## src/rtl/projectile_slot_allocator.sv

```systemverilog
// rtl/projectile_slot_allocator.sv - shared projectile slot pool allocator with player fire cooldown
//
// Allocates projectile object slots for the player and for several enemy
// shooters. Slots 0..ENEMY_PROJECTILES-1 form the enemy pool; the remaining
// high slots form the player pool. One request is served per two cycles:
// IDLE picks who to serve, SERVE_* launches into the lowest free slot of the
// matching pool (or drops the request when that pool is full).
//
// Ports:
//   clk, reset          clock, asynchronous active-high reset
//   startOfFrame        one-cycle pulse per frame, decrements the player cooldown
//   playerFireReq       one-cycle player fire request
//   enemyFireReq        one-cycle fire requests, one bit per enemy shooter
//   slotRelease         one-cycle release pulses from the projectile objects
//   slotActive          registered occupancy per slot
//   slotLaunch          one-cycle launch pulse, at most one bit set
//   launchShooter       shooter index of the current enemy launch, 0 otherwise
//   playerFireDenied    one-cycle pulse when a player request is dropped
//   cooldownBusy        high while the player cooldown count is nonzero
//   dropCount           (PROJ_ALLOC_STATS_EN only) saturating count of
//                       requests dropped because the pool was full
//
// Optional feature macro: PROJ_ALLOC_STATS_EN

module projectile_slot_allocator #(
    parameter int ENEMY_PROJECTILES  = 8,
    parameter int PLAYER_PROJECTILES = 4,
    parameter int ENEMY_SHOOTERS     = 4,
    parameter int COOLDOWN_FRAMES    = 6,
    localparam int TOTAL = ENEMY_PROJECTILES + PLAYER_PROJECTILES,
    localparam int SW    = (ENEMY_SHOOTERS > 1) ? $clog2(ENEMY_SHOOTERS) : 1
) (
    input  logic                      clk,
    input  logic                      reset,
    input  logic                      startOfFrame,
    input  logic                      playerFireReq,
    input  logic [ENEMY_SHOOTERS-1:0] enemyFireReq,
    input  logic [TOTAL-1:0]          slotRelease,
    output logic [TOTAL-1:0]          slotActive,
    output logic [TOTAL-1:0]          slotLaunch,
    output logic [SW-1:0]             launchShooter,
    output logic                      playerFireDenied,
    output logic                      cooldownBusy
`ifdef PROJ_ALLOC_STATS_EN
    ,
    output logic [7:0]                dropCount
`endif
);

    typedef enum logic [1:0] {
        IDLE         = 2'd0,
        SERVE_PLAYER = 2'd1,
        SERVE_ENEMY  = 2'd2
    } state_t;

    state_t                    state;
    state_t                    state_next;

    logic                      pend_player;
    logic [ENEMY_SHOOTERS-1:0] pend_enemy;
    logic [SW-1:0]             rr_ptr;
    logic [7:0]                cooldown;

    logic [TOTAL-1:0]          player_pick;
    logic                      player_found;
    logic [TOTAL-1:0]          enemy_pick;
    logic                      enemy_found;
    logic [SW-1:0]             shooter_sel;
    logic                      shooter_found;
    logic [SW-1:0]             ptr_next;

    logic [TOTAL-1:0]          launch_mask;
    logic                      load_cool;
    logic                      clr_player;
    logic [ENEMY_SHOOTERS-1:0] clr_enemy;
    logic                      serve_deny;
    logic                      drop;
    logic                      enemy_launch;
    logic                      adv_ptr;

    // Lowest free slot in each pool, taken from registered occupancy so a
    // slot released this cycle only becomes eligible on the following one.
    always_comb begin
        player_pick  = '0;
        player_found = 1'b0;
        for (int i = ENEMY_PROJECTILES; i < TOTAL; i++) begin
            if (!player_found && !slotActive[i]) begin
                player_pick[i] = 1'b1;
                player_found   = 1'b1;
            end
        end
        enemy_pick  = '0;
        enemy_found = 1'b0;
        for (int i = 0; i < ENEMY_PROJECTILES; i++) begin
            if (!enemy_found && !slotActive[i]) begin
                enemy_pick[i] = 1'b1;
                enemy_found   = 1'b1;
            end
        end
    end

    // Round-robin: first pending shooter at or after the pointer, wrapping.
    always_comb begin
        shooter_sel   = rr_ptr;
        shooter_found = 1'b0;
        for (int k = 0; k < ENEMY_SHOOTERS; k++) begin
            if (!shooter_found && pend_enemy[(int'(rr_ptr) + k) % ENEMY_SHOOTERS]) begin
                shooter_sel   = SW'((int'(rr_ptr) + k) % ENEMY_SHOOTERS);
                shooter_found = 1'b1;
            end
        end
        ptr_next = (int'(shooter_sel) == ENEMY_SHOOTERS - 1) ? '0 : shooter_sel + SW'(1);
    end

    always_ff @(posedge clk or posedge reset) begin
        if (reset) begin
            state <= IDLE;
        end else begin
            state <= state_next;
        end
    end

    always_comb begin
        state_next   = state;
        launch_mask  = '0;
        load_cool    = 1'b0;
        clr_player   = 1'b0;
        clr_enemy    = '0;
        serve_deny   = 1'b0;
        drop         = 1'b0;
        enemy_launch = 1'b0;
        adv_ptr      = 1'b0;
        case (state)
            IDLE: begin
                if (pend_player) begin
                    state_next = SERVE_PLAYER;
                end else if (|pend_enemy) begin
                    state_next = SERVE_ENEMY;
                end
            end
            SERVE_PLAYER: begin
                clr_player = 1'b1;
                state_next = IDLE;
                if (player_found) begin
                    launch_mask = player_pick;
                    load_cool   = 1'b1;
                end else begin
                    serve_deny = 1'b1;
                    drop       = 1'b1;
                end
            end
            SERVE_ENEMY: begin
                // The served request is consumed whether or not it launches.
                clr_enemy  = ENEMY_SHOOTERS'(1) << shooter_sel;
                adv_ptr    = 1'b1;
                state_next = IDLE;
                if (enemy_found) begin
                    launch_mask  = enemy_pick;
                    enemy_launch = 1'b1;
                end else begin
                    drop = 1'b1;
                end
            end
            default: state_next = IDLE;
        endcase
    end

    always_ff @(posedge clk or posedge reset) begin
        if (reset) begin
            slotActive       <= '0;
            slotLaunch       <= '0;
            launchShooter    <= '0;
            playerFireDenied <= 1'b0;
            pend_player      <= 1'b0;
            pend_enemy       <= '0;
            rr_ptr           <= '0;
            cooldown         <= '0;
        end else begin
            slotActive       <= (slotActive & ~slotRelease) | launch_mask;
            slotLaunch       <= launch_mask;
            launchShooter    <= enemy_launch ? shooter_sel : '0;
            playerFireDenied <= serve_deny | (playerFireReq & cooldownBusy);
            // A new request arriving on the clearing edge stays pending.
            pend_player      <= (pend_player & ~clr_player) | (playerFireReq & ~cooldownBusy);
            pend_enemy       <= (pend_enemy & ~clr_enemy) | enemyFireReq;
            if (adv_ptr) begin
                rr_ptr <= ptr_next;
            end
            if (load_cool) begin
                cooldown <= 8'(COOLDOWN_FRAMES);
            end else if (startOfFrame && cooldown != 8'd0) begin
                cooldown <= cooldown - 8'd1;
            end
        end
    end

    assign cooldownBusy = (cooldown != 8'd0);

`ifdef PROJ_ALLOC_STATS_EN
    always_ff @(posedge clk or posedge reset) begin
        if (reset) begin
            dropCount <= 8'd0;
        end else if (drop && dropCount != 8'hFF) begin
            dropCount <= dropCount + 8'd1;
        end
    end
`else
    logic unused_drop;
    assign unused_drop = drop;
`endif

endmodule

```

## config.mk

```make
export PLATFORM = sky130hd
export DESIGN_NAME = projectile_slot_allocator
export DESIGN_NICKNAME = d
export VERILOG_FILES = /design/src/rtl/projectile_slot_allocator.sv
export SDC_FILE = /design/constraint.sdc
export NUM_CORES = 1
export LEC_CHECK = 0
export ABC_CLOCK_PERIOD_IN_PS = 2400
export CAP_MARGIN = 25
export CORE_MARGIN = 2
export CORE_UTILIZATION = 35
export DETAILED_ROUTE_END_ITERATION = 6
export HOLD_SLACK_MARGIN = 0.15
export SYNTH_ARGS = -nofsm -noshare
export SYNTH_HDL_FRONTEND = slang
export SYNTH_SLANG_ARGS = --single-unit
export TNS_END_PERCENT = 1
```

## constraint.sdc

```tcl
create_clock -name clk -period 2.4 [get_ports clk]
set_input_delay 0.24 -clock clk [delete_from_list [all_inputs] [get_ports clk]]
set_output_delay 0.24 -clock clk [all_outputs]
set_load 0.03 [all_outputs]
```

# [Word level (Yosys, flattened, before mapping)]
# Index checks and enable logic that the tools add are counted.
# W data, S select, Z words.
[word_totals] inputBits=20 regBits=44
[op_classes] n_lt_le_gt_ge=4 addsub=5 n_eq_ne=4 reduce_logical=42 shifts=1 muxes=58 n_bitwise=16
[op_table] op="$mux W1" count=40
[op_table] op="$mux W8" count=3
[op_table] op="$pmux W12 S2" count=1
[op_table] op="$logic_not A1 Y1" count=21
[op_table] op="$mux W2" count=8
[op_table] op="$logic_and A1 B1 Y1" count=14
[op_table] op="$and A12 B12 Y12" count=1
[op_table] op="$lt A3 B4 Y1 const B" count=3
[op_table] op="$mux W12" count=1
[op_table] op="$not A12 Y12" count=1
[op_table] op="$or A12 B12 Y12" count=1
[op_table] op="$bmux W1 S2" count=4
[op_table] op="$reduce_bool A8 Y1" count=1
[op_table] op="$sub A8 B1 Y8 const B" count=1
[op_table] op="$reduce_or A2 Y1" count=3
[op_table] op="$add A2 B1 Y2 const B" count=2
[op_table] op="$add A2 B2 Y2 const B" count=2
[op_table] op="$and A4 B4 Y4" count=1
[op_table] op="$eq A2 B1 Y1 const B" count=2
[op_table] op="$mux W4" count=1
[op_table] op="$not A4 Y4" count=1
[op_table] op="$or A4 B4 Y4" count=1
[op_table] op="$reduce_or A4 Y1" count=1
[op_table] op="$shl A1 B2 Y4 const A" count=1
[op_table] op="other kinds (9)" count=15

# [Logic depth before layout (Yosys ltp)]
[logic_depth] depth_word=24 depth_mapped=7 mapped_depth_nobuf=7

# [Worst setup path after synthesis]
# Ideal clock, no wire load.
[synth_timing] path_type="reg2reg" start="register cooldown[0]" end="register playerFireDenied" period_less_slack_ns=1.573 slack_ns=0.827 path_stages_with_launch=6 n_path_buf=0 arrival_ns=1.452 cell_sequence="dfrtp_1 -> inv_1 -> ha_1 -> nor3b_2 -> nand2_1 -> a22o_1"
[synth_via] elab_chain_len=3
[synth_rtl] item="start: declaration" line_no="62" text="logic [7:0] cooldown;"
[synth_rtl] item="start signal: assignment" line_no="190" text="cooldown <= 8'(COOLDOWN_FRAMES);"
[synth_rtl] item="start signal: assignment" line_no="192" text="cooldown <= cooldown - 8'd1;"
[synth_rtl] item="$reduce_bool A8 Y1" line_no="197" text="assign cooldownBusy = (cooldown != 8'd0);"
[synth_rtl] item="named net cooldownBusy" line_no="43" text="output logic cooldownBusy"
[synth_rtl] item="$and A1 B1 Y1" line_no="182" text="playerFireDenied <= serve_deny | (playerFireReq & cooldownBusy);"
[synth_rtl] item="$or A1 B1 Y1" line_no="182"
[synth_rtl] item="end signal: assignment" line_no="182"
[synth_rtl] item="end: declaration" line_no="42" text="output logic playerFireDenied,"
# The timed path passes the listed nets, and every way through them passes these cells.
# A chain may end at the register's enable or synchronous reset.

# [Worst setup path after layout]
[layout_timing] start="register cooldown[0]" end="output cooldownBusy"
[layout_via] elab_chain_len=1
[layout_rtl] item="$reduce_bool A8 Y1" line_no="197"
[layout_rtl] item="end: declaration" line_no="43"
# No other way between the ends.

==> reports/results.ini <==
[synthesis]
async_flop_share_pct=100.0
syn_area_per_cell_um2=10.80
syn_inst=181
synthesis.area_um2=1954
yosys_warnings=0
ys_seq_elements=44
synth-edff-count=0
ys_types=35
synth_top_area_share_pct=56.34
syn-num-nets=210
ys.flop_type=dfrtp_1
ys_top_cells_by_area=dfrtp_1 56%, ha_1 5.8%, nand2_1 4.4%, nor2_1 4.2%, mux2i_1 4.1%
yosys.area.top_type=dfrtp_1
yosysSeqAreaShare_pct=56.34

[sta]
fin_skew_ps=4.712
fin_crit_ps=1937
finalCritPeriodShare_pct=80.71
setup_violations=0
slew_headroom_pct=63.53
hold_viol=0
rsz0062_at_grt=false
max_freq_mhz=516.2
maxSlewViolCount=0
fin_tns_setup_ps=0
tightest_slew_ps=547.0

[drt]
firstDrtPassIters=4
drc_errors=0
met1_length_mm=1.696
maxUsedRoutingLayer=met4
avgViaCountPerCell=4.724
drt_iter0_drc=88
wl_met2_mm=1.739
vias=1455
detail_route.wirelength_mm=3.708
detail-route-antenna-nets=0
wl_met3_um=217
avgRoutedWirePerCell_um=12.04

[placed_design]
hpwl_mm=2.788
port_buffers=47
gp_congestion=0.7478

[critical_path]
timing.rr.start=state[0]
crit_arrival_ps=1700
cp-start-kind=register
cp.required_ps=2160
slowest_delay_ps=400
cp_top_family=simple AND/OR/NAND/NOR gates
crit_fanout=4
path_class=register to output port
crit_chain=inv_1 > ha_1 > nor3b_2 > nand2_1 > dlymetal6s2s_1
critPathBufInv=2
endpoint_kind=output port
slowest_stage=dfrtp_1
crit_path_start=cooldown[0]

[clock_tree]
cts_hold_buf=0
clk-insertion-delay-late_ps=290
h-tree-depth=2
cts_tree=done
post_cts_buffers=0
clock_sinks=44
cts_buffers=5
cts_resized=0
clock_path_buffers=2
cts.reportedPaths.clkPinSlew_ps=70
cts-root-buf=clkbuf_8

[run_status]
status=finished clean

[final_layout]
postLayoutCoreUtil_pct=48.65
nNetsFinal=264
drive_above_1_share_pct=6.780
diodes=0
area_growth_pct=35.40

[die]
initial_core_util_pct=35.93
ioPinCount=48
die_y_um=78.73
rows=27
die_area_um2=6198
die_w_um=78.73
core-area_um2=5439

[power_and_ir_drop]
powerDensity_nw_per_um2=1011
p_leak_uw=0.001184
ir_drop_mv=0.6218

[global_routing]
antenna_found_initial=0
grt_pass1_wl_mm=6.555
grt-ovfl-total=0
track_usage_pct=13.46
grt_pass1_vias=1438
grt_max_degree=45

[flow_run]
maxCapViolCount=0

[min_path]
min_path_type=input pin to async pin

[registers in the layout, indices dropped and copies added, names as in the netlist]
register and flops:
slotActive 12, slotLaunch 12, cooldown 8, pend_enemy 4, launchShooter 2, rr_ptr 2, state 2, pend_player 1
playerFireDenied 1
[per-layer routing]
layer	vias to the layer above	track usage [%]
met3	5	4.318
met1	696	17.43
met5	-	0
met4	0	4.737
li1	723	-
met2	31	21.28
[layout make-up]
type,instances,area [um^2]
Sequential cell,44,1101
Multi-Input combinational cell,122,795.8
Clock buffer,7,96.34
Clock inverter,1,30.03
Fill cell,528,2793
Inverter,14,52.55
Tap cell,72,90.09
Timing Repair Buffer,48,480.5
[logic make-up (layout without fill, tap and decap cells)]
kind of cell | count (synthesis) | after routing | synth area share, %
fa+ha+maj | 9 | 9 | 5.762
compound gates | 30 | 30 | 11.14
flops | 44 | 44 | 56.34
mux | 8 | 8 | 4.097
buf+inv | 15 | 70 | 2.945
xor+xnor | 4 | 4 | 1.793
simple gates | 71 | 71 | 17.93
[cells in the mapped netlist, drive strengths merged (2+ instances only)]
master  count
nor2b       3
nor2       22
nor3        5
nor3b       4
mux2i       8
xor2        2
nand3       7
o21ai       7
ha          9
xnor2       2
a21o        9
a21oi       5
inv        14
dfrtp      44
nand2      23
or4         2
[report_power, final]
group	internal (uW)	switching [uW]
registers	913	192
clock network	367	240
logic	430	534
[layout by cell type, fill, tap and decap left out, types with 3 or more instances in the layout]
| master | Yosys | routed |
|---|---|---|
| clkdlybuf4s50_1 | 0 | 46 |
| dfrtp_1 | 44 | 44 |
| nand2_1 | 23 | 23 |
| nor2_1 | 22 | 22 |
| inv_1 | 14 | 13 |
| a21o_1 | 9 | 9 |
| ha_1 | 9 | 9 |
| mux2i_1 | 8 | 8 |
| nand3_1 | 7 | 7 |
| clkbuf_8 | 0 | 7 |
| nor3_1 | 5 | 5 |
| a21oi_1 | 5 | 5 |
| o21ai_0 | 5 | 5 |
| nor3b_1 | 3 | 3 |
| nor2b_1 | 3 | 3 |
[worst paths after layout]
kind / depth (start not counted) / end / slack, ps
setup / recovery: 5 / cooldownBusy / 460
hold / removal: 3 / slotLaunch[5] / 380
setup reg to reg: 6 / slotActive[7] / 690
hold reg to reg: 1 / slotLaunch[10] / 500
max in group asynchronous: 3 / cooldown[1] / 1640
min in group clk: 2 / slotActive[1] / 490
[stage by stage]
stage	cell area, um^2	cells	power (uW)	hold slack (ps)	setup WS [ps]
finish	2646	308	2676	375.8	462.9
global route	2646	308	2910	445.1	276.9
CTS	2644	308	2715	404.3	81.98
detailed placement	2517	300	2096	491.6	419.0
global placement	2517	300	2073	504.2	443.6
floorplan	1954	181	1786	332.3	826.6
[worst register-to-register path, stage by stage, from the launching register on]
cell and delay [ps]:
dfrtp_1 390, inv_1 100, ha_1 380, nand2_1 190, nor3_1 240, nand3_1 180
o22ai_1 160
Note: power is estimated with default switching activity, not from simulation.
